<file path="config.mk">
export PLATFORM = sky130hd
export DESIGN_NAME = accumulator_dump
export DESIGN_NICKNAME = d
export VERILOG_FILES = /design/src/rtl/accumulator_dump.sv
export SDC_FILE = /design/constraint.sdc
export NUM_CORES = 1
export LEC_CHECK = 0
export ABC_AREA = 1
export ABC_CLOCK_PERIOD_IN_PS = 5400
export CAP_MARGIN = 10
export CELL_PAD_IN_SITES_DETAIL_PLACEMENT = 0
export CELL_PAD_IN_SITES_GLOBAL_PLACEMENT = 1
export CORE_MARGIN = 2
export CORE_UTILIZATION = 41
export DETAILED_ROUTE_END_ITERATION = 7
export GPL_TIMING_DRIVEN = 0
export PLACE_DENSITY = 0.88
export SLEW_MARGIN = 20
export SYNTH_ARGS = -nofsm -noshare
export SYNTH_HDL_FRONTEND = slang
export SYNTH_SLANG_ARGS = --single-unit
</file>
<file path="constraint.sdc">
create_clock -name clk -period 5.4 [get_ports clk]
set_clock_uncertainty 0.2 [all_clocks]
set_input_delay 1.08 -clock clk [delete_from_list [all_inputs] [get_ports clk]]
set_output_delay 1.08 -clock clk [all_outputs]
set_load 0.01 [all_outputs]
</file>
<file path="src/rtl/accumulator_dump.sv">
// accumulator_dump: parametrised integrate-and-dump accumulator.
// Windowed running sum with signed/unsigned, saturate/wrap and dump pulse.
module accumulator_dump #(
    parameter int IN_W     = 13,
    parameter int ACC_W    = 20,
    parameter bit SIGNED   = 1'b0,
    parameter bit SATURATE = 1'b1,
    parameter int CNT_W    = 8
) (
    input  logic             clk,
    input  logic             rst,
    input  logic             ce,
    input  logic             clr,
    input  logic             in_valid,
    input  logic [IN_W-1:0]  A,
    input  logic [CNT_W-1:0] dump_len,
    output logic [ACC_W-1:0] Y,
    output logic [ACC_W-1:0] dump_data,
    output logic             dump_valid,
    output logic             dump_ovf,
    output logic             ovf
);

    generate
        if (ACC_W < IN_W) begin : g_width_check
            $error("accumulator_dump: ACC_W must be >= IN_W");
        end
    endgenerate

    localparam int SW = ACC_W + 1;

    localparam logic [ACC_W-1:0] S_MAX = {1'b0, {(ACC_W-1){1'b1}}};
    localparam logic [ACC_W-1:0] S_MIN = {1'b1, {(ACC_W-1){1'b0}}};
    localparam logic [ACC_W-1:0] U_MAX = {ACC_W{1'b1}};

    logic [ACC_W-1:0] acc_q, acc_d;
    logic [CNT_W-1:0] cnt_q, cnt_d;
    logic [CNT_W-1:0] len_q, len_d;
    logic             ovf_q, ovf_d;
    logic [ACC_W-1:0] dump_data_q, dump_data_d;
    logic             dump_ovf_q, dump_ovf_d;
    logic             dump_valid_q, dump_valid_d;

    logic             a_fill;
    logic             acc_fill;
    logic [SW-1:0]    a_ext;
    logic [SW-1:0]    acc_ext;
    logic [SW-1:0]    sum;
    logic [ACC_W-1:0] res;
    logic             add_ovf;
    logic [CNT_W-1:0] len_eff;
    logic             last;

    // Extend sample and accumulator one bit past ACC_W so overflow is visible.
    always_comb begin
        a_fill   = SIGNED ? A[IN_W-1] : 1'b0;
        acc_fill = SIGNED ? acc_q[ACC_W-1] : 1'b0;
        a_ext    = {{(SW-IN_W){a_fill}}, A};
        acc_ext  = {acc_fill, acc_q};
        sum      = acc_ext + a_ext;
    end

    // Detect out-of-range sums and clamp or wrap them.
    always_comb begin
        res     = sum[ACC_W-1:0];
        add_ovf = 1'b0;
        if (SIGNED) begin
            add_ovf = sum[ACC_W] ^ sum[ACC_W-1];
            if (add_ovf && SATURATE) begin
                res = sum[ACC_W] ? S_MIN : S_MAX;
            end
        end else begin
            add_ovf = sum[ACC_W];
            if (add_ovf && SATURATE) begin
                res = U_MAX;
            end
        end
    end

    // Window length comes live from the port only on a window's first sample.
    always_comb begin
        len_eff = (cnt_q == '0) ? dump_len : len_q;
        last    = (len_eff != '0) && (cnt_q == len_eff - CNT_W'(1));
    end

    // Next-state: clr beats a sample, which beats hold; pulse defaults low.
    always_comb begin
        acc_d        = acc_q;
        cnt_d        = cnt_q;
        len_d        = len_q;
        ovf_d        = ovf_q;
        dump_data_d  = dump_data_q;
        dump_ovf_d   = dump_ovf_q;
        dump_valid_d = 1'b0;
        if (ce) begin
            if (clr) begin
                acc_d = '0;
                cnt_d = '0;
                ovf_d = 1'b0;
            end else if (in_valid) begin
                len_d = len_eff;
                if (len_eff == '0) begin
                    acc_d = res;
                    ovf_d = ovf_q | add_ovf;
                end else if (last) begin
                    dump_data_d  = res;
                    dump_ovf_d   = ovf_q | add_ovf;
                    dump_valid_d = 1'b1;
                    acc_d        = '0;
                    cnt_d        = '0;
                    ovf_d        = 1'b0;
                end else begin
                    acc_d = res;
                    cnt_d = cnt_q + CNT_W'(1);
                    ovf_d = ovf_q | add_ovf;
                end
            end
        end
    end

    // State registers; the dump pulse is reloaded every edge regardless of ce.
    always_ff @(posedge clk or posedge rst) begin
        if (rst) begin
            acc_q        <= '0;
            cnt_q        <= '0;
            len_q        <= '0;
            ovf_q        <= 1'b0;
            dump_data_q  <= '0;
            dump_ovf_q   <= 1'b0;
            dump_valid_q <= 1'b0;
        end else begin
            acc_q        <= acc_d;
            cnt_q        <= cnt_d;
            len_q        <= len_d;
            ovf_q        <= ovf_d;
            dump_data_q  <= dump_data_d;
            dump_ovf_q   <= dump_ovf_d;
            dump_valid_q <= dump_valid_d;
        end
    end

    assign Y          = acc_q;
    assign ovf        = ovf_q;
    assign dump_data  = dump_data_q;
    assign dump_ovf   = dump_ovf_q;
    assign dump_valid = dump_valid_q;

endmodule

</file>
# Yosys cells after proc, flatten, opt, wreduce, memory -nomap -nowiden

Cells that the tools add are included.

Eq/ne operators: 2
Multiplexer cells: 19
Add/subtract/negate cells: 3
Reductions and logical operators: 9
Bitwise gates (word level): 3

Operators by type and width:

| kind                                                               | count |
|---|---|
| 20-bit two-way mux                                                 | 5 |
| 8-bit two-way mux                                                  | 5 |
| 20-bit by 13-bit adder with 21-bit output                          | 1 |
| 8-bit logical NOT                                                  | 2 |
| 1-bit two-way mux                                                  | 9 |
| 8-bit by 1-bit adder with 8-bit output, second input constant      | 1 |
| 8-bit == test                                                      | 1 |
| 8-bit nonzero test                                                 | 1 |
| 8-bit by 1-bit subtractor with 8-bit output, second input constant | 1 |
| 3-bit AND reduction                                                | 2 |
| 5-bit AND reduction                                                | 1 |
| 2-bit inequality test, second input constant                       | 1 |
| 1-bit NOT                                                          | 2 |
| 2-bit AND reduction                                                | 1 |
| 2-bit nonzero test                                                 | 1 |
| 1-bit logical AND                                                  | 1 |
| 1-bit bitwise OR                                                   | 1 |

Word-level logic and storage cells: 43
Input port bits: 26
Register bits after elaboration: 59
Output and inout port bits: 43

# Logic depth before layout (Yosys ltp)

Depth in word-level cells: 10
Gate-level depth with buffers: 20
Gate-level depth less buffers: 19

# Worst setup path after synthesis

No wires, ideal clock.

Path kind: input to register
Start point: input port A[0]
End point: register dump_data_q[13], in the netlist dump_data[13]
Library setup time: 0.119 ns
Cell stages on the path: 11
Data arrival time: 2.834 ns
Required time: 5.081 ns
Buffers on the path: 1
Path slack: 2.247 ns
Cells stage by stage: ha_1 -> fa_1 -> inv_1 -> nor3_1 -> nor2_1 -> o21ai_0 -> nand2_1 -> clkbuf_1 -> nand3_1 -> nand4_1 -> nand2_1

Cells in the longest elaborated chain, start to end: 2

RTL lines:

| element                                   | RTL line | source |
|---|---|---|
| start, declared                           | 15       | `input logic [IN_W-1:0] A,` |
| 20-bit by 13-bit adder with 21-bit output | 60       | `sum = acc_ext + a_ext;` |
| 20-bit two-way mux                        | 74       | `if (add_ovf && SATURATE) begin` |
| end signal, assigned                      | 136      | `dump_data_q <= dump_data_d;` |
| end, declared                             | 40       | `logic [ACC_W-1:0] dump_data_q, dump_data_d;` |

No other way between the ends.
A chain may end at the register's enable or synchronous reset.

# Worst setup path in the final report

Start point: input port A[0]
End point: register acc_q[9], in the netlist Y[9]

Cells in the longest elaborated chain, start to end: 6

RTL lines:

| element                                     | RTL line | source |
|---|---|---|
| 20-bit by 13-bit adder with 21-bit output * | 60       |  |
| 20-bit two-way mux *                        | 74       |  |
| 20-bit two-way mux                          | 105      | `end else if (last) begin` |
| 20-bit two-way mux *                        | 102      | `if (len_eff == '0) begin` |
| 20-bit two-way mux *                        | 100      | `end else if (in_valid) begin` |
| 20-bit two-way mux *                        | 96       | `if (clr) begin` |
| end signal, assigned                        | 124      | `acc_q <= '0;` |
| end signal, assigned                        | 132      | `acc_q <= acc_d;` |
| end, declared                               | 36       | `logic [ACC_W-1:0] acc_q, acc_d;` |

Mark *: on every way between the ends. The rest lies on a longest branch, timed or not. The select of a mux whose other input is x is not followed.

==> out/qor.csv <==
stage,metric,value,unit
status,status,completed,
sta,fmax,261,MHz
die,core_area,9640,um2
setup_path,critical_path.slowest_cell,fa_1,
grt,grt_max_degree,44,
grt,first_global_vias,3671,
setup_path,r2r_cells,18,
clocking,cts_root_buffer,clkbuf_8,
clocking,cts_sinks,59,
clocking,clockBufferDepth,2,
synth,ys_ff_latch,59,
synth,synth_seq_area_share,36.9,%
sta,finalCriticalPeriod,3830,ps
power,comb_power_share,44.3,%
setup_path,critical_path.max_stage_delay,440,ps
drt,drt_iter0_markers,212,
grt,met2_usage,31.3,%
setup_path,r2r_setup_slack,2120,ps
synth,synthArstFlopShare,100,%
grt,grt_antenna_before_repair,0,
power,power_switching,0.703,mW
grt,grtUsageTotal,21.4,%
drt,drc,0,
run,maxCapViolCount,0,
drt,routed_wl,10.6,mm
sta,fin_crit_sh,70.9,%
grt,busiest_layer,met1,
die,pin_count,69,
drt,num_vias,3930,
sta,tightest_slew,964,ps
power,seq_power_share,33.4,%
grt,overflow,0,
hold_path,worstHoldPathType,register to register,
clocking,cts_tree,yes,
sta,hold_ws,282,ps
clocking,htreeDepth,3,
synth,synth_edf_count,0,
synth,yosys_warnings,0,
setup_path,cp-end-kind,register,
setup_path,worstPathCellList,"clkdlybuf4s50_1, ha_1, fa_1, inv_1, nor3_1, nor2_1, o21ai_0, nand2_1, clkbuf_1, nand3_1, nand3_1, nand2_1",
power,peakVddDrop,138,uV
die,die_h,103,um
die,die_x,103,um
synth,ys_top_cells_by_area,"dfrtp_1 (37%), nand2_1 (21%), nand3_1 (8.0%)",
power,power_density,329,nW/um2
synth,syn_nets,619,
setup_path,worst_ep_required_time,5440,ps
drt,post_drt_wl_per_cell,13.4,um
setup_path,timing.rr.start,cnt_q[0],
setup_path,worstSetupPathType,primary input to register,
sta,hold_violations,0,
power,power_frac_clock,22.3,%
synth,yosys.cell_types.count,29,
synth,syn_area,4000,um2
placement,portBuffers,67,
grt,use_met3,2.64,%
power,leakagePower,2.65,nW
synth,yosys.area.top_type,dfrtp_1,
drt,viasPerCell,4.96,
finish,syn_to_final_growth,25.9,%
power,p_int,0.953,mW
clocking,cts_resized,0,
sta,tns,0,ps
setup_path,critPathLaunch,A[0],
finish,drive_gt1_share,7.59,%
grt,grt_first_pass_wirelength,17.7,mm
placement,place_hpwl,8.17,mm
synth,syn_inst,575,
clocking,clk_latency,340,ps
clocking,clkTransAtPathRegs,80,ps
setup_path,cp.arrival,3870,ps
die,start_util,41.5,%
synth,ys.flop_type,dfrtp_1,
finish,utilization,52.2,%
drt,dr.pass1.iters,4,
setup_path,cp_max_fo,10,
grt,grt.met1_usage,33.1,%
setup_path,reg2reg_to,ovf,
sta,finalSetupViolCount,0,
power,sw_frac_of_total,42.4,%
clocking,post_cts_buffers,0,
die,placementRows,36,
finish,fin_nets,698,
sta,rsz0062_at_grt,no,
die,die_area,10600,um2
clocking,cts_hold_buffers,0,
sta,slew_violations,0,
synth,synth_top_area_share,36.9,%
setup_path,endpoint,Y[9],
sta,max_slew_margin,35.3,%
clocking,numCtsBuffers,9,
finish,n_antenna_cell,0,
placement,place_congestion,0.896,
synth,syn-mean-instance-area,6.96,um2
setup_path,startpoint_type,primary input,
drt,ant_nets,0,
## worst min-delay path by stage
stage,startpoint,to,slack (ps),cells after the start
6_report,dump_data[16],dump_data[16],280,2
5_1_grt,dump_data[0],dump_data[0],310,2
4_1_cts,dump_data[4],dump_data[4],290,2
3_5_place_dp,dump_data[4],dump_data[4],270,2
3_3_place_gp,dump_data[6],dump_data[6],260,2
2_1_floorplan,len_q[0],len_q[0],250,2
## kinds of logic (layout without fill, tap and decap cells)
kind of cell             Yosys count  after routing  share of synthesized area (%)
AND/OR/NAND/NOR                  363            363                           40.2
buffers and inverters             78            162                           7.82
flip-flops                        59             59                           36.9
AO/OA/AOI/OAI                     40             40                           5.19
adder cells (fa/ha/maj)           18             18                           5.82
XOR/XNOR                          17             17                           4.10
## cells in the final DEF (no fill, tap or decap), types with 17 or more instances in the layout
cell type | netlist | final
ha_1 | 17 | 17
nor2_1 | 30 | 30
nand4_1 | 23 | 23
inv_1 | 50 | 49
dfrtp_1 | 59 | 59
clkdlybuf4s50_1 | 0 | 67
a21oi_1 | 17 | 17
nand3_1 | 64 | 64
nand2_1 | 219 | 219
o21ai_0 | 20 | 20
## routing by layer
layer	vias to the layer above	part of all wire, %
li1	2011	-
met1	1811	51
met2	97	43
met3	11	4.3
met4	0	1.3
met5	-	0
## stage by stage
step                      setup slack [ps]  power, mW  instance area, um2  cells
final                                 1570       1.66                5040    792
after global routing                  1360       1.80                5040    792
after CTS                             1620       1.66                5040    792
after detailed placement              1260       1.29                4860    776
after global placement                1290       1.27                4840    775
after floorplan                       2250       1.06                4000    575
## state kept, by name, summed over array words and instances (netlist names)
register and flops:
dump_ovf 1, dump_data 20, len_q 8, ovf 1, cnt_q 8, dump_valid 1
Y 20
## cells in the mapped netlist (all sizes together) (4+ instances only)
library cell,count
xor2,14
inv,58
dfrtp,59
nand4,23
a21oi,17
or2,4
ha,17
nand2,225
nand3,64
nand3b,8
buf,9
nor3,5
o21ai,20
nor2,33
clkbuf,11
## cell type report
class / count / area (um2)
Timing Repair Buffer: 68 / 691
Clock inverter: 7 / 52.6
Buffer: 20 / 95.1
Inverter: 58 / 220
Multi-Input combinational cell: 438 / 2210
Tap cell: 133 / 166
Clock buffer: 9 / 124
Sequential cell: 59 / 1480
Fill cell: 1003 / 4600
## power groups by stage
stage          clock network (mW)  registers (mW)  logic [mW]
2_1_floorplan                   0           0.568       0.490
3_3_place_gp                    0           0.557       0.715
3_5_place_dp                    0           0.560       0.729
4_1_cts                     0.374           0.553       0.732
5_1_grt                     0.393           0.561       0.844
6_report                    0.369           0.552       0.734
## critical path, delay by kind of cell
kind                       cells  cell delay (ps)
adders and majority gates      2              660
AOI/OAI and AO/OA              1              290
buffers and inverters          3              900
and+or+nand+nor                6              930
Power figures use the tool's default switching activity.
